**config.mk**
```make
export PLATFORM = sky130hd
export DESIGN_NAME = game_link_tx
export DESIGN_NICKNAME = d
export VERILOG_FILES = /design/src/rtl/game_link_pkg.sv /design/src/rtl/uart_tx_byte.sv /design/src/rtl/game_link_tx.sv
export SDC_FILE = /design/constraint.sdc
export NUM_CORES = 1
export LEC_CHECK = 0
export BUFFER_PORTS_ARGS = -buffer_cell sky130_fd_sc_hd__buf_2
export CAP_MARGIN = 25
export CORE_UTILIZATION = 50
export CTS_CLUSTER_SIZE = 8
export DETAILED_ROUTE_END_ITERATION = 12
export GPL_TIMING_DRIVEN = 0
export PLACE_DENSITY = 0.68
export SETUP_SLACK_MARGIN = 0.1
export SLEW_MARGIN = 10
export SYNTH_ARGS = -nofsm -noshare
export SYNTH_HDL_FRONTEND = slang
export SYNTH_SLANG_ARGS = --single-unit
```
**constraint.sdc**
```tcl
create_clock -name clk -period 5.6 [get_ports clk]
set_input_delay 1.68 -clock clk [delete_from_list [all_inputs] [get_ports clk]]
set_output_delay 1.68 -clock clk [all_outputs]
set_load 0.05 [all_outputs]
```
**src/rtl/game_link_pkg.sv**
```systemverilog
// Shared definitions for the game-state UART link (transmitter now, receiver later).
// GAME_LINK_CHECKSUM_EN selects the 5-byte packet with a trailing XOR checksum.
package game_link_pkg;

  localparam logic [7:0] LINK_SYNC = 8'hA5;

  typedef enum logic [1:0] {
    START_SCREEN = 2'b00,
    GAME         = 2'b01,
    GAME_END     = 2'b10
  } game_state_t;

  localparam int LINK_PKT_LEN_CHK   = 5;
  localparam int LINK_PKT_LEN_NOCHK = 4;

`ifdef GAME_LINK_CHECKSUM_EN
  localparam int LINK_PKT_LEN = LINK_PKT_LEN_CHK;
`else
  localparam int LINK_PKT_LEN = LINK_PKT_LEN_NOCHK;
`endif

  typedef enum logic [1:0] {
    SER_IDLE  = 2'b00,
    SER_START = 2'b01,
    SER_DATA  = 2'b10,
    SER_STOP  = 2'b11
  } ser_state_t;

  typedef enum logic [1:0] {
    LNK_IDLE = 2'b00,
    LNK_LOAD = 2'b01,
    LNK_SEND = 2'b10
  } link_state_t;

  function automatic logic [7:0] link_chk(input logic [7:0] a, input logic [7:0] b,
                                          input logic [7:0] c);
    return a ^ b ^ c;
  endfunction

endpackage

```
**src/rtl/uart_tx_byte.sv**
```systemverilog
// 8N1 byte serializer; a start request during the last stop cycle chains the next byte gap-free.
//  state     | meaning
//  SER_IDLE  | line high, waiting for i_start
//  SER_START | start bit (0)
//  SER_DATA  | data bits, LSB first
//  SER_STOP  | stop bit (1); o_byte_done on its last cycle
module uart_tx_byte
  import game_link_pkg::*;
#(
  parameter int BAUD_DIV = 16
) (
  input  logic       clk,
  input  logic       rst,
  input  logic       i_start,
  input  logic [7:0] i_data,
  output logic       o_tx,
  output logic       o_byte_done
);

  localparam int BW = (BAUD_DIV > 1) ? $clog2(BAUD_DIV) : 1;
  localparam logic [BW-1:0] BAUD_LAST = BW'(BAUD_DIV - 1);

  ser_state_t    r_state, w_state_nx;
  logic [BW-1:0] r_baud, w_baud_nx;
  logic [2:0]    r_bit, w_bit_nx;
  logic [7:0]    r_data, w_data_nx;
  logic          r_tx, w_tx_nx;
  logic          w_tc;

  assign w_tc = (r_baud == BAUD_LAST);

  always_ff @(posedge clk or negedge rst) begin
    if (!rst) begin
      r_state <= SER_IDLE;
      r_baud  <= '0;
      r_bit   <= '0;
      r_data  <= '0;
      r_tx    <= 1'b1;
    end else begin
      r_state <= w_state_nx;
      r_baud  <= w_baud_nx;
      r_bit   <= w_bit_nx;
      r_data  <= w_data_nx;
      r_tx    <= w_tx_nx;
    end
  end

  always_comb begin
    w_state_nx  = r_state;
    w_baud_nx   = r_baud;
    w_bit_nx    = r_bit;
    w_data_nx   = r_data;
    o_byte_done = 1'b0;
    case (r_state)
      SER_IDLE: begin
        if (i_start) begin
          w_state_nx = SER_START;
          w_baud_nx  = '0;
          w_data_nx  = i_data;
        end
      end
      SER_START: begin
        if (w_tc) begin
          w_state_nx = SER_DATA;
          w_baud_nx  = '0;
          w_bit_nx   = '0;
        end else begin
          w_baud_nx = r_baud + 1'b1;
        end
      end
      SER_DATA: begin
        if (w_tc) begin
          w_baud_nx = '0;
          if (r_bit == 3'd7) w_state_nx = SER_STOP;
          else               w_bit_nx   = r_bit + 3'd1;
        end else begin
          w_baud_nx = r_baud + 1'b1;
        end
      end
      SER_STOP: begin
        if (w_tc) begin
          o_byte_done = 1'b1;
          w_baud_nx   = '0;
          if (i_start) begin
            w_state_nx = SER_START;
            w_data_nx  = i_data;
          end else begin
            w_state_nx = SER_IDLE;
          end
        end else begin
          w_baud_nx = r_baud + 1'b1;
        end
      end
      default: w_state_nx = SER_IDLE;
    endcase

    // Line level follows the next state so tx leaves a flop with no input path.
    case (w_state_nx)
      SER_START: w_tx_nx = 1'b0;
      SER_DATA:  w_tx_nx = w_data_nx[w_bit_nx];
      default:   w_tx_nx = 1'b1;
    endcase
  end

  assign o_tx = r_tx;

endmodule

```
**src/rtl/game_link_tx.sv**
```systemverilog
// Game-state packet transmitter: captures status/score/bullets and sends SYNC,STATUS,SCORE,BULLETS.
// GAME_LINK_CHECKSUM_EN appends CHK = STATUS ^ SCORE ^ BULLETS.
//  state    | meaning
//  LNK_IDLE | waiting for send_req; inputs captured on acceptance
//  LNK_LOAD | hands the SYNC byte to the serializer
//  LNK_SEND | feeds the next byte on each byte_done until the packet ends
module game_link_tx
  import game_link_pkg::*;
#(
  parameter int CLK_FREQ = 40_000_000,
  parameter int BAUD     = 115200
) (
  input  logic       clk,
  input  logic       rst,
  input  logic       send_req,
  input  logic [1:0] game_state,
  input  logic [6:0] my_score,
  input  logic [6:0] bullets_left,
  output logic       busy,
  output logic       done,
  output logic       tx
);

  localparam int BAUD_DIV = CLK_FREQ / BAUD;
  localparam int PKT_LEN  = LINK_PKT_LEN;

  link_state_t r_state, w_state_nx;
  logic [2:0]  r_idx, w_idx_nx;
  logic [1:0]  r_status;
  logic [6:0]  r_score, r_bullets;
  logic        r_done, w_done_nx;
  logic        w_capture, w_start, w_byte_done;
  logic [7:0]  w_byte;

  always_ff @(posedge clk or negedge rst) begin
    if (!rst) begin
      r_state   <= LNK_IDLE;
      r_idx     <= '0;
      r_done    <= 1'b0;
      r_status  <= '0;
      r_score   <= '0;
      r_bullets <= '0;
    end else begin
      r_state <= w_state_nx;
      r_idx   <= w_idx_nx;
      r_done  <= w_done_nx;
      if (w_capture) begin
        r_status  <= game_state;
        r_score   <= my_score;
        r_bullets <= bullets_left;
      end
    end
  end

  // r_idx always points at the byte the serializer will take next.
  always_comb begin
    w_state_nx = r_state;
    w_idx_nx   = r_idx;
    w_capture  = 1'b0;
    w_start    = 1'b0;
    w_done_nx  = 1'b0;
    case (r_state)
      LNK_IDLE: begin
        if (send_req) begin
          w_capture  = 1'b1;
          w_idx_nx   = '0;
          w_state_nx = LNK_LOAD;
        end
      end
      LNK_LOAD: begin
        w_start    = 1'b1;
        w_idx_nx   = r_idx + 3'd1;
        w_state_nx = LNK_SEND;
      end
      LNK_SEND: begin
        if (w_byte_done) begin
          if (r_idx == 3'(PKT_LEN)) begin
            w_state_nx = LNK_IDLE;
            w_done_nx  = 1'b1;
          end else begin
            w_start  = 1'b1;
            w_idx_nx = r_idx + 3'd1;
          end
        end
      end
      default: w_state_nx = LNK_IDLE;
    endcase
  end

  always_comb begin
    w_byte = LINK_SYNC;
    case (r_idx)
      3'd1:    w_byte = {6'b0, r_status};
      3'd2:    w_byte = {1'b0, r_score};
      3'd3:    w_byte = {1'b0, r_bullets};
`ifdef GAME_LINK_CHECKSUM_EN
      3'd4:    w_byte = link_chk({6'b0, r_status}, {1'b0, r_score}, {1'b0, r_bullets});
`endif
      default: w_byte = LINK_SYNC;
    endcase
  end

  uart_tx_byte #(.BAUD_DIV(BAUD_DIV)) u_ser (
    .clk        (clk),
    .rst        (rst),
    .i_start    (w_start),
    .i_data     (w_byte),
    .o_tx       (tx),
    .o_byte_done(w_byte_done)
  );

  assign busy = (r_state != LNK_IDLE);
  assign done = r_done;

endmodule
```
### Word level (Yosys, flattened, before mapping)

Cells that the tools add are included.

| word-level totals | value |
|---|---|
| register bits | 45 |
| memories | 0 |
| memory bits (writable) | 0 |
| bits in latches | 0 |
| memory bits (read-only) | 0 |
| logic and storage cells | 79 |
| output and inout bits | 3 |

| cells by class | value |
|---|---|
| add/sub/neg operators | 3 |
| magnitude comparators | 1 |
| multiply operators | 0 |
| div/mod/pow operators | 0 |
| multiplexer cells | 39 |
| equal/unequal tests | 18 |
| reductions and logical operators | 7 |
| bitwise logic cells | 0 |
| shifts and indexed selects | 0 |

Operators by type and width:

| cell | number |
|---|---|
| $pmux 8 s3 | 1 |
| $mux 3 | 6 |
| $mux 9 | 2 |
| $pmux 9 s2 | 1 |
| $mux 2 | 8 |
| $mux 8 | 2 |
| $pmux 8 s2 | 1 |
| $mux 1 | 11 |
| $add 9x1->9 const B | 1 |
| $eq 9x9->1 const B | 1 |
| $pmux 3 s3 | 1 |
| $eq 2x2->1 const B | 4 |
| $pmux 2 s4 | 1 |
| $add 3x1->3 const B | 2 |
| $eq 2x1->1 const B | 3 |
| $eq 3x2->1 const B | 2 |
| $eq 3x3->1 const B | 2 |
| $ne 2x2->1 const B | 3 |
| $pmux 2 s3 | 1 |
| $pmux 3 s2 | 1 |
| $logic_not 2->1 | 2 |
| $lt 3x4->1 const B | 1 |
| $ne 2x1->1 const B | 2 |
| $pmux 1 s2 | 2 |
| other kinds (7) | 7 |

### Depth between registers and ports, before layout

Gate-level depths: netlist of run 1.

| logic depth | value |
|---|---|
| depth in word-level cells | 11 |
| depth in mapped cells | 10 |
| mapped depth without buffers | 10 |

### By module

From an unflattened synthesis of run 1, not the netlist that was laid out.

| second synthesis, totals | value |
|---|---|
| cell total of the unflattened synthesis | 227 |
| area total of the unflattened synthesis | 2504.9 um2 |

Modules (own cells, without submodules):

| module | sequential area each (um2) | cells an instance | instances | area an instance (um2) |
|---|---|---|---|---|
| uart_tx_byte | 576.8 | 136 | 1 | 1298.7 |
| game_link_tx | 550.5 | 91 | 1 | 1206.2 |

### Least setup slack after synthesis of run 1

Ideal clock, no wire load.

| path | value |
|---|---|
| path type | in2reg |
| from | input port send_req |
| to | register r_bullets[4] |
| slack | 2899 ps |
| cell stages on the path | 3 |
| data arrival time | 2577 ps |
| required time | 5475 ps |
| cell sequence | nand2_1 > clkbuf_1 > mux2_2 |

| on the way | value |
|---|---|
| cells in the longest elaborated chain, start to end | 2 |

RTL lines:

| element | line | text |
|---|---|---|
| start: declaration | game_link_tx.sv:15 | `input logic send_req,` |
| $mux 1 | game_link_tx.sv:64 | `if (send_req) begin` |
| $mux 1 | game_link_tx.sv:62 | `case (r_state)` |
| end signal: assignment | game_link_tx.sv:50 | `r_bullets <= bullets_left;` |
| end: declaration | game_link_tx.sv:30 | `logic [6:0] r_score, r_bullets;` |

No other way between the ends.
A chain may end at the register's enable or synchronous reset.

### Worst setup path in the final report of run 1

| path | value |
|---|---|
| from | register r_state[0] |
| to | output port busy |

| on the way | value |
|---|---|
| cells in the longest elaborated chain, start to end | 1 |

RTL lines:

| element | line | text |
|---|---|---|
| start: declaration | game_link_tx.sv:27 | `link_state_t r_state, w_state_nx;` |
| start signal: assignment | game_link_tx.sv:44 | `r_state <= w_state_nx;` |
| $reduce_bool 2->1 | game_link_tx.sv:112 | `assign busy = (r_state != LNK_IDLE);` |
| end: declaration | game_link_tx.sv:19 | `output logic busy,` |

No other way between the ends.

==> out/results.tsv, run 1 <==
metric	value	unit
status	complete, no violations	
vias	1872	
routabilityCongestion	0.879	
clk_pin_slew	0.09	ns
cp-start-kind	register	
slew_viol_final	0	
postRouteAntennaNets	0	
rows	25	
hpwl	3700	microns
nNetsFinal	305	
first_iter_violations	93	
power.total	1.32	mW
grt_pass1_wl	8310	microns
grt_pass1_vias	1864	
worstPathArrival	1.37	ns
routed_wl	4890	microns
areaGrowthSynthToFinish	12.8	%
grtUsageTotal	20.3	%
die_w	73.8	microns
crit_buf_inv	3	
syn_inst	239	
synth.avg_cell_area	10.8	sq um
p_int	0.814	mW
yosysUniqueCellTypes	54	
rsz0062_at_grt	no	
syn_area	2580	sq um
slowest_delay	0.41	ns
cts_sinks	45	
gr-total-overflow	0	
cts-root-buf	clkbuf_8	
cp_cell_sequence	inv_1 > ha_1 > inv_1 > buf_2	
ctsHoldBuffers	0	
end_kind	output pin	
tritoncts	yes	
hold_viol	0	
critical_path_required	3.92	ns
fin_skew	0.0107	ns
synth-edff-count	0	
cts-htree-levels	2	
cts-buffers-inserted	5	
postSynth.asyncResetShare	100	%
dieHeight	73.8	microns
wl_met1	2450	microns
p_sw	0.510	mW
cts-resized-gates	0	
fmaxAchievable	328	MHz
setup_violations	0	
num-fill-cells	429	
p_sw_share	38.5	%
synth_seq_cells	45	
maxSlewHeadroom	63.3	%
clk_latency	0.30	ns
port-buffer-count	21	
dr.max_layer_used	met4	
synth_top_area_share	42.7	%
die_area	5450	sq um
antenna_found_initial	0	
worstPathMaxFanout	4	
place_inst	327	
drc_errors	0	
hold_class	register to register	
drive_gt1_share	24.9	%
p_per_area	456	nW/um^2
pwr-share-clk	19.4	%
grt_max_degree	46	
antenna_cells	0	
critPathKind	register to output pin	
worst_slew_pin_slew	0.544	ns
cpMaxStageDelayCell	dfrtp_1	
synth.area.top_cells	dfrtp_1 (43%), ha_1 (8.7%), mux2_2 (7.9%)	
cpMostUsedCell	inv_1	
critical-path-top-delay-family	buffers and inverters	
dr.pass1.iters	4	
fin_crit	3.05	ns
drv_cap	0	
ys_seq_area_share	43.7	%
power_frac_comb	43.2	%
fin_setup_tns	0	ns
io-pin-count	22	
finalCritPeriodShare	54.5	%
wl_met2	2240	microns
leakagePower	1.35	nW
instances_no_fill	336	
synth_nets	276	
start_util	53.2	%
vias_per_cell	5.57	
ir_drop	228	uV
yosys_warnings	0	
met3WireLength	135	microns
post_cts_buffers	0	
coreArea	4850	sq um
synth_top_flop_cell	dfrtp_1	
synth_area_leader_cell	dfrtp_1	
post_drt_wl_per_cell	14.6	microns
p_seq_share	37.4	%
clockBufferDepth	2	
-- flip-flops by register name (all words and copies together) (netlist names) --
name,flops
done,1
r_idx,3
u_ser.r_bit,3
r_status,2
u_ser.r_data,8
u_ser.o_tx,1
r_bullets,7
u_ser.r_baud,9
r_score,7
u_ser.r_state,2
r_state,2
-- cell families after synthesis --
| group | Yosys count | synth area share (%) |
|---|---|---|
| adder cells (fa/ha/maj) | 18 | 8.74 |
| AND/OR/NAND/NOR | 64 | 14.1 |
| AO/OA/AOI/OAI | 67 | 20.3 |
| buffers and inverters | 23 | 3.54 |
| flip-flops | 45 | 43.7 |
| multiplexers | 22 | 9.61 |
-- worst paths after layout --
check | start | endpoint | slack [ns] | depth (start not counted)
max | r_state[0] | busy | 2.55 | 4
min in group asynchronous | rst | u_ser.r_state[0] | 1.21 | 1
max in group asynchronous | rst | u_ser.o_tx | 3.88 | 2
max reg2reg | r_state[0] | u_ser.o_tx | 3.03 | 9
min reg2reg | u_ser.r_data[6] | u_ser.r_data[6] | 0.49 | 1
min | u_ser.r_data[6] | u_ser.r_data[6] | 0.49 | 1
-- final cells by class --
type                    count  area, sq um  area share, %
plain buffers               6         27.5          0.947
multi-input cells         171         1360           46.7
flip-flops and latches     45         1130           38.8
inverters                  17         63.8           2.20
clock buffers               6         82.6           2.84
repair buffers             22          125           4.30
well taps                  67         83.8           2.88
clock inverters             2         37.5           1.29
-- power by group through the flow --
stage                     combinational [mW]  sequential, mW  clock, mW
final                                  0.572           0.496      0.257
after global routing                   0.637           0.510      0.280
after CTS                              0.576           0.496      0.264
after detailed placement               0.573           0.503          0
after global placement                 0.560           0.499          0
after floorplan                        0.438           0.498          0
-- Yosys cell counts (all sizes together), types with 4 or more instances --
library cell / number
nand3: 6
nand2b: 7
dfrtp: 44
a32o: 5
a31oi: 4
ha: 18
mux2: 19
o31ai: 4
clkbuf: 4
o21ai: 22
a21oi: 5
nand2: 17
a22o: 7
inv: 17
and3: 6
nor2: 17
-- worst register-to-register path, cell delays in order, from the launching register on --
cell and delay (ns):
dfrtp_1 0.41, inv_1 0.10, ha_1 0.40, a21boi_0 0.34, nor3_1 0.14, a41oi_4 0.31, a22o_2 0.20, mux2i_1 0.09
o311a_1 0.30, a31oi_1 0.21
-- per-stage QoR --
stage | instance area (sq um) | util, % | hold WS (ns) | setup WS, ns
after floorplan | 2580 | - | 0.458 | 2.90
after global placement | 2770 | 57.1 | 0.468 | 2.53
after detailed placement | 2770 | 57.1 | 0.475 | 2.55
after CTS | 2890 | 59.5 | 0.495 | 2.53
after global routing | 2910 | 59.9 | 0.507 | 2.47
final | 2910 | 59.9 | 0.489 | 2.55
-- placed cells by master, fill, tap and decap left out, types with 3 or more instances in the layout --
| master | n |
|---|---|
| nand3_1 | 6 |
| a31oi_1 | 4 |
| o31ai_1 | 3 |
| nor2_1 | 15 |
| mux2_2 | 18 |
| o21ai_0 | 20 |
| a21oi_1 | 5 |
| a32o_1 | 4 |
| clkbuf_1 | 3 |
| ha_1 | 18 |
| mux2i_1 | 3 |
| dfrtp_1 | 44 |
| nand2b_1 | 7 |
| and3_1 | 5 |
| clkbuf_8 | 6 |
| inv_1 | 16 |
| a22o_1 | 6 |
| nand2_1 | 17 |
| nor3_1 | 3 |
| buf_2 | 21 |
-- routing by layer --
layer	up-vias	GRT usage (%)
met3	7	4.12
met1	910	26.3
met4	0	6.62
met5	-	0
li1	925	-
met2	30	33.7
Note: power is estimated with default switching activity, not from simulation.
==> run 2, diff against run 1 <==
--- a/config.mk
+++ b/config.mk
@@ -11,7 +11,7 @@
 export CTS_CLUSTER_SIZE = 8
 export DETAILED_ROUTE_END_ITERATION = 12
 export GPL_TIMING_DRIVEN = 0
-export PLACE_DENSITY = 0.68
+export PLACE_DENSITY = 0.7
 export SETUP_SLACK_MARGIN = 0.1
 export SLEW_MARGIN = 10
 export SYNTH_ARGS = -nofsm -noshare
==> constraint.sdc (replaced) <==
create_clock -name clk -period 2.7 [get_ports clk]
set_input_delay 0.81 -clock clk [delete_from_list [all_inputs] [get_ports clk]]
set_output_delay 0.81 -clock clk [all_outputs]
set_load 0.05 [all_outputs]
==> out/results.tsv, run 2 (synthesized netlist as in run 1, its figures left out) <==
metric	value	unit
critical_path_required	2.92	ns
top_register	u_ser.r_baud	
maxSlewHeadroom	64.5	%
rsz0062_at_grt	no	
start_util	53.2	%
routed_wl	4810	microns
grt_pass1_wl	8120	microns
antenna_found_initial	0	
hpwl	3550	microns
cp-start-kind	register	
tritoncts	yes	
cts-root-buf	clkbuf_8	
grtUsageTotal	20.0	%
fin_hold_ws	0.438	ns
drv_cap	0	
hold_viol	0	
vias	1851	
dr.pass1.iters	4	
postRouteAntennaNets	0	
p_seq_share	38.8	%
power.total	2.66	mW
fmaxAchievable	412	MHz
ff2ff_setup_slack	0.28	ns
drc_errors	0	
critical-path-top-delay-family	compound AO/OA/AOI/OAI gates	
io-pin-count	22	
p_int	1.58	mW
largest_register_ffs	9	
rows	25	
fin_crit	2.42	ns
place_inst	327	
finalCritPeriodShare	89.8	%
dieHeight	73.8	microns
cp_cell_sequence	inv_1 > ha_1 > a21boi_2 > nor3_1 > a41oi_4 > a22o_2 > mux2i_1 > o311a_1 > a31oi_1	
clockBufferDepth	2	
final_area	2880	sq um
hold_class	input port to asynchronous set/reset pin	
post_drt_wl_per_cell	14.3	microns
regArea	1130	sq um
setup_violations	0	
coreArea	4850	sq um
multi_input_comb_area	1360	sq um
worstPathArrival	2.64	ns
p_sw_share	40.6	%
ir_drop	515	uV
rr_worst_depth	9	
worst_slew_pin_slew	0.527	ns
place_area	2770	sq um
crit_buf_inv	1	
antenna_cells	0	
clk_latency	0.30	ns
die_w	73.8	microns
worstPathMaxFanout	7	
r2r-end	u_ser.o_tx	
status	complete, no violations	
areaGrowthSynthToFinish	11.7	%
vias_per_cell	5.51	
port-buffer-count	21	
largestRegisters	u_ser.r_baud (9), u_ser.r_data (8)	
fin_ws	0.275	ns
p_sw	1.08	mW
cts_sinks	45	
critPathKind	register to register	
power_frac_comb	45.0	%
pwr-share-clk	16.2	%
clk_pin_slew	0.10	ns
routabilityCongestion	0.806	
first_iter_violations	96	
post_cts_buffers	0	
drive_gt1_share	25.3	%
end_kind	register	
cts-buffers-inserted	5	
final_util	59.4	%
fin_setup_tns	0	ns
instances_no_fill	336	
worstReg2RegStart	r_state[0]	
leakagePower	1.34	nW
mostFrequentLayoutCell	dfrtp_1	
slew_viol_final	0	
p_per_area	922	nW/um^2
pre_cts_slack	0.146	ns
die_area	5450	sq um
grt_max_degree	46	
grt_pass1_vias	1712	
cpMaxStageDelayCell	ha_1	
fin_skew	0.0128	ns
cts-htree-levels	2	
slowest_delay	0.41	ns
num-fill-cells	417	
gr-total-overflow	0	
final_cell_mix	dfrtp_1 (44), buf_2 (21), o21ai_0 (20), mux2_2 (18), ha_1 (18)	
nNetsFinal	305	
==> run 2: changes by cell type in the layout (fill, tap and decap cells not counted) <==
cell / delta
clkinv_2: +1
a21boi_2: +1
clkbuf_8: -1
bufinv_16: -1
inv_6: +1
a21boi_0: -1
==> run 2: how the worst max path moves through the flow <==
| stage | end | start | cells past startpoint |
|---|---|---|---|
| floorplan | u_ser.o_tx | r_state[0] | 9 |
| global placement | u_ser.o_tx | r_state[0] | 9 |
| detailed placement | u_ser.o_tx | r_state[0] | 9 |
| CTS | u_ser.o_tx | r_state[0] | 9 |
| global route | u_ser.o_tx | r_state[0] | 9 |
| finish | u_ser.o_tx | r_state[0] | 9 |
==> run 2: worst reg2reg max path, delay by kind of cell (launching register included) <==
| family | cells | cell delay (ns) |
|---|---|---|
| and+or+nand+nor | 1 | 0.10 |
| AOI/OAI and AO/OA | 5 | 1.26 |
| DFF | 1 | 0.40 |
| muxes | 1 | 0.09 |
| adders and majority gates | 1 | 0.41 |
| buffers and inverters | 1 | 0.09 |
==> run 2: power groups by stage <==
stage | sequential (mW) | combinational [mW] | clock (mW)
after floorplan | 1.03 | 0.908 | 0
after global placement | 1.04 | 1.16 | 0
after detailed placement | 1.05 | 1.19 | 0
after CTS | 1.03 | 1.19 | 0.443
after global routing | 1.06 | 1.35 | 0.471
final | 1.03 | 1.20 | 0.429
==> run 2: layer usage <==
| layer | global-route usage, % | share of wire (%) | wire, microns |
|---|---|---|---|
| met1 | 28.5 | 51 | 2450 |
| met2 | 30.7 | 45 | 2160 |
| met3 | 4.53 | 3.2 | 152 |
| met4 | 5.13 | 0.96 | 46 |
| met5 | 0 | 0 | 0 |
==> run 2: layout make-up <==
cell class / count / area share [%]
Inverter: 17 / 2.22
Sequential cell: 45 / 39.1
Clock buffer: 5 / 2.39
Timing Repair Buffer: 22 / 4.34
Multi-Input combinational cell: 171 / 47.3
Tap cell: 67 / 2.91
Buffer: 6 / 0.956
Clock inverter: 3 / 0.738
==> run 2: repair_timing <==
| item | in CTS | in global routing |
|---|---|---|
| gates resized for setup | 0 | 2 |
| endpoints found under the hold margin | 0 | 0 |
| hold buffers | 0 | 0 |
| setup endpoints to repair | 0 | 1 |
==> run 3, diff against run 2 <==
--- a/config.mk
+++ b/config.mk
@@ -16,4 +16,6 @@
 export SLEW_MARGIN = 10
 export SYNTH_ARGS = -nofsm -noshare
 export SYNTH_HDL_FRONTEND = slang
+export SYNTH_HIERARCHICAL = 1
 export SYNTH_SLANG_ARGS = --single-unit
+export TNS_END_PERCENT = 30
==> out/results.tsv, run 3 <==
metric	value	unit
status	complete, but fails checks	
fin_crit	3.15	ns
antenna_cells	0	
ys_seq_area_share	45.0	%
p_sw_share	37.0	%
synth_nets	263	
critical_path_required	2.93	ns
top_usage_layer	met2	
gr-total-overflow	0	
die_area	5300	sq um
cpMostUsedCell	buf_6	
syn_area	2500	sq um
vias	1827	
worstPathArrival	3.37	ns
cpMaxStageDelayCell	or4b_4	
grtUsageMet2	32.2	%
power_frac_comb	47.1	%
largest_register_ffs	9	
synth-edff-count	0	
regArea	1130	sq um
grt_pass1_vias	1744	
slew_viol_final	0	
coreArea	4790	sq um
pwr-share-clk	17.2	%
nNetsFinal	305	
worst_slew_pin_slew	0.562	ns
worstPathMaxFanout	5	
synthMostInstantiatedCell	dfrtp_1	
start_util	52.3	%
yosys_warnings	6	
syn_inst	227	
antenna_found_initial	0	
port-buffer-count	21	
postSynth.asyncResetShare	100	%
drv_cap	0	
hpwl	3320	microns
post_drt_wl_per_cell	14.2	microns
mostFrequentLayoutCell	dfrtp_1	
cp-start-kind	register	
synth_area_leader_cell	dfrtp_1	
violations	setup timing	
fmaxAchievable	318	MHz
finalCritPeriodShare	117	%
cts-htree-levels	2	
synth_top_area_share	44.0	%
clockBufferDepth	2	
p_per_area	977	nW/um^2
p_sw	1.08	mW
drive_gt1_share	31.1	%
postRouteAntennaNets	0	
routabilityCongestion	0.757	
rows	25	
clk_latency	0.29	ns
yosysUniqueCellTypes	46	
power.total	2.92	mW
largestRegisters	u_ser/r_baud (9), u_ser/r_data (8)	
final_cell_mix	dfrtp_1 (44), buf_2 (21), nand2_1 (17), ha_1 (17)	
dieHeight	72.8	microns
areaGrowthSynthToFinish	19.2	%
rsz0062_at_grt	yes	
cp_cell_sequence	or4b_4 > buf_6 > nor2_4 > and2_4 > a31oi_4 > nor2b_4 > inv_2 > o32ai_2 > nand2b_1 > buf_6 > a22o_1 > mux2_2 > a311o_1 > o31a_1	
end_kind	register	
setup_violations	1	
rr_worst_depth	14	
grtUsageTotal	20.3	%
final_util	62.4	%
synth.area.top_cells	dfrtp_1 (44%), ha_1 (8.5%), mux2_4 (6.0%)	
slowest_delay	0.54	ns
die_w	72.8	microns
use_met3	4.83	%
synth_seq_cells	45	
vias_per_cell	5.42	
fin_skew	0.00826	ns
cts-buffers-inserted	5	
clk_pin_slew	0.08	ns
ctsHoldBuffers	0	
routed_wl	4800	microns
synth.avg_cell_area	11.0	sq um
p_int	1.84	mW
cts-root-buf	clkbuf_8	
hold_class	input port to asynchronous set/reset pin	
grt_max_degree	46	
synth_top_flop_cell	dfrtp_1	
leakagePower	1.45	nW
p_seq_share	35.8	%
tritoncts	yes	
grt_pass1_wl	8190	microns
critPathKind	register to register	
drc_errors	0	
fin_ws	-0.448	ns
grtUsageMet1	27.5	%
ir_drop	480	uV
hold_viol	0	
top_register	u_ser/r_baud	
multi_input_comb_area	1340	sq um
cts_sinks	45	
synth_common_cells	dfrtp_1 (44), ha_1 (17), nand2_1 (17), inv_1 (15), o21ai_0 (14)	
first_iter_violations	119	
io-pin-count	22	
num-fill-cells	403	
dr.pass1.iters	4	
maxSlewHeadroom	62.3	%
==> run 3: cell types whose count changed in the layout (fill, tap and decap cells not counted), sizes merged, moves of 4 or more <==
cell / change
a22o: +4
a32o: -5
buf: +14
mux2i: +4
nor2: -5
o21ai: -6
==> run 3: final cells by class <==
cell class	count	share of cell area, %
Inverter	15	1.89
Multi-Input combinational cell	161	44.7
Clock buffer	6	2.43
Tap cell	67	2.81
Buffer	6	1.51
Timing Repair Buffer	35	7.59
Clock inverter	2	1.30
Sequential cell	45	37.8
==> run 3: per-layer routing <==
metal / vias up / wire, microns / part of all wire, %
met5: - / 0 / 0
met4: 0 / 46 / 0.96
met3: 5 / 160 / 3.3
met2: 41 / 2340 / 49
met1: 885 / 2250 / 47
li1: 896 / - / -
==> run 3: metrics by stage <==
stage	std cells	setup TNS (ns)	instance area, sq um	hold WS (ns)	setup WS [ns]
after detailed placement	315	-0.714	2710	0.490	-0.711
after global placement	315	-0.706	2710	0.488	-0.701
after floorplan	227	-0.416	2520	0.459	-0.416
after CTS	332	-0.574	2930	0.517	-0.527
final	337	-0.448	2990	0.351	-0.448
after global routing	337	-0.677	2990	0.336	-0.580
==> run 3: cells by family after synthesis <==
family                     after synthesis  synth area share, %
and+or+nand+nor                         63                 14.1
AOI/OAI and AO/OA                       55                 15.7
DFF                                     45                 45.0
muxes                                   26                 12.8
buffers and inverters                   21                 3.80
adders and majority gates               17                 8.49
==> run 3: final timing paths <==
| check | from | endpoint | slack (ns) |
|---|---|---|---|
| max | u_ser/r_baud[7] | u_ser/o_tx | -0.45 |
| min | rst | u_ser/r_baud[7] | 0.35 |
| max reg2reg | u_ser/r_baud[7] | u_ser/o_tx | -0.45 |
| min reg2reg | u_ser/r_data[6] | u_ser/r_data[6] | 0.51 |
| max in group asynchronous | rst | u_ser/o_tx | 1.83 |
| min in group clk | u_ser/r_data[6] | u_ser/r_data[6] | 0.51 |
==> run 3: timing repair <==
item | 4_1_cts | 5_1_grt
setup buffers | 9 | 4
setup endpoints to repair | 10 | 11
pin swaps | 7 | 5
gates resized for setup | 7 | 3
==> run 3: worst max-delay path, delay by kind of cell, from the launching register on <==
kind / cells / cell delay [ns]
buffers and inverters: 3 / 0.33
multiplexers: 1 / 0.26
AND/OR/NAND/NOR: 5 / 1.08
flip-flops: 1 / 0.39
AO/OA/AOI/OAI: 5 / 1.03
==> run 3: power by group through the flow <==
stage | clock, mW | combinational [mW] | sequential, mW
final | 0.500 | 1.37 | 1.04
after global routing | 0.555 | 1.50 | 1.07
after CTS | 0.518 | 1.34 | 1.04
after detailed placement | 0 | 1.25 | 1.05
after global placement | 0 | 1.22 | 1.05
after floorplan | 0 | 0.986 | 1.04
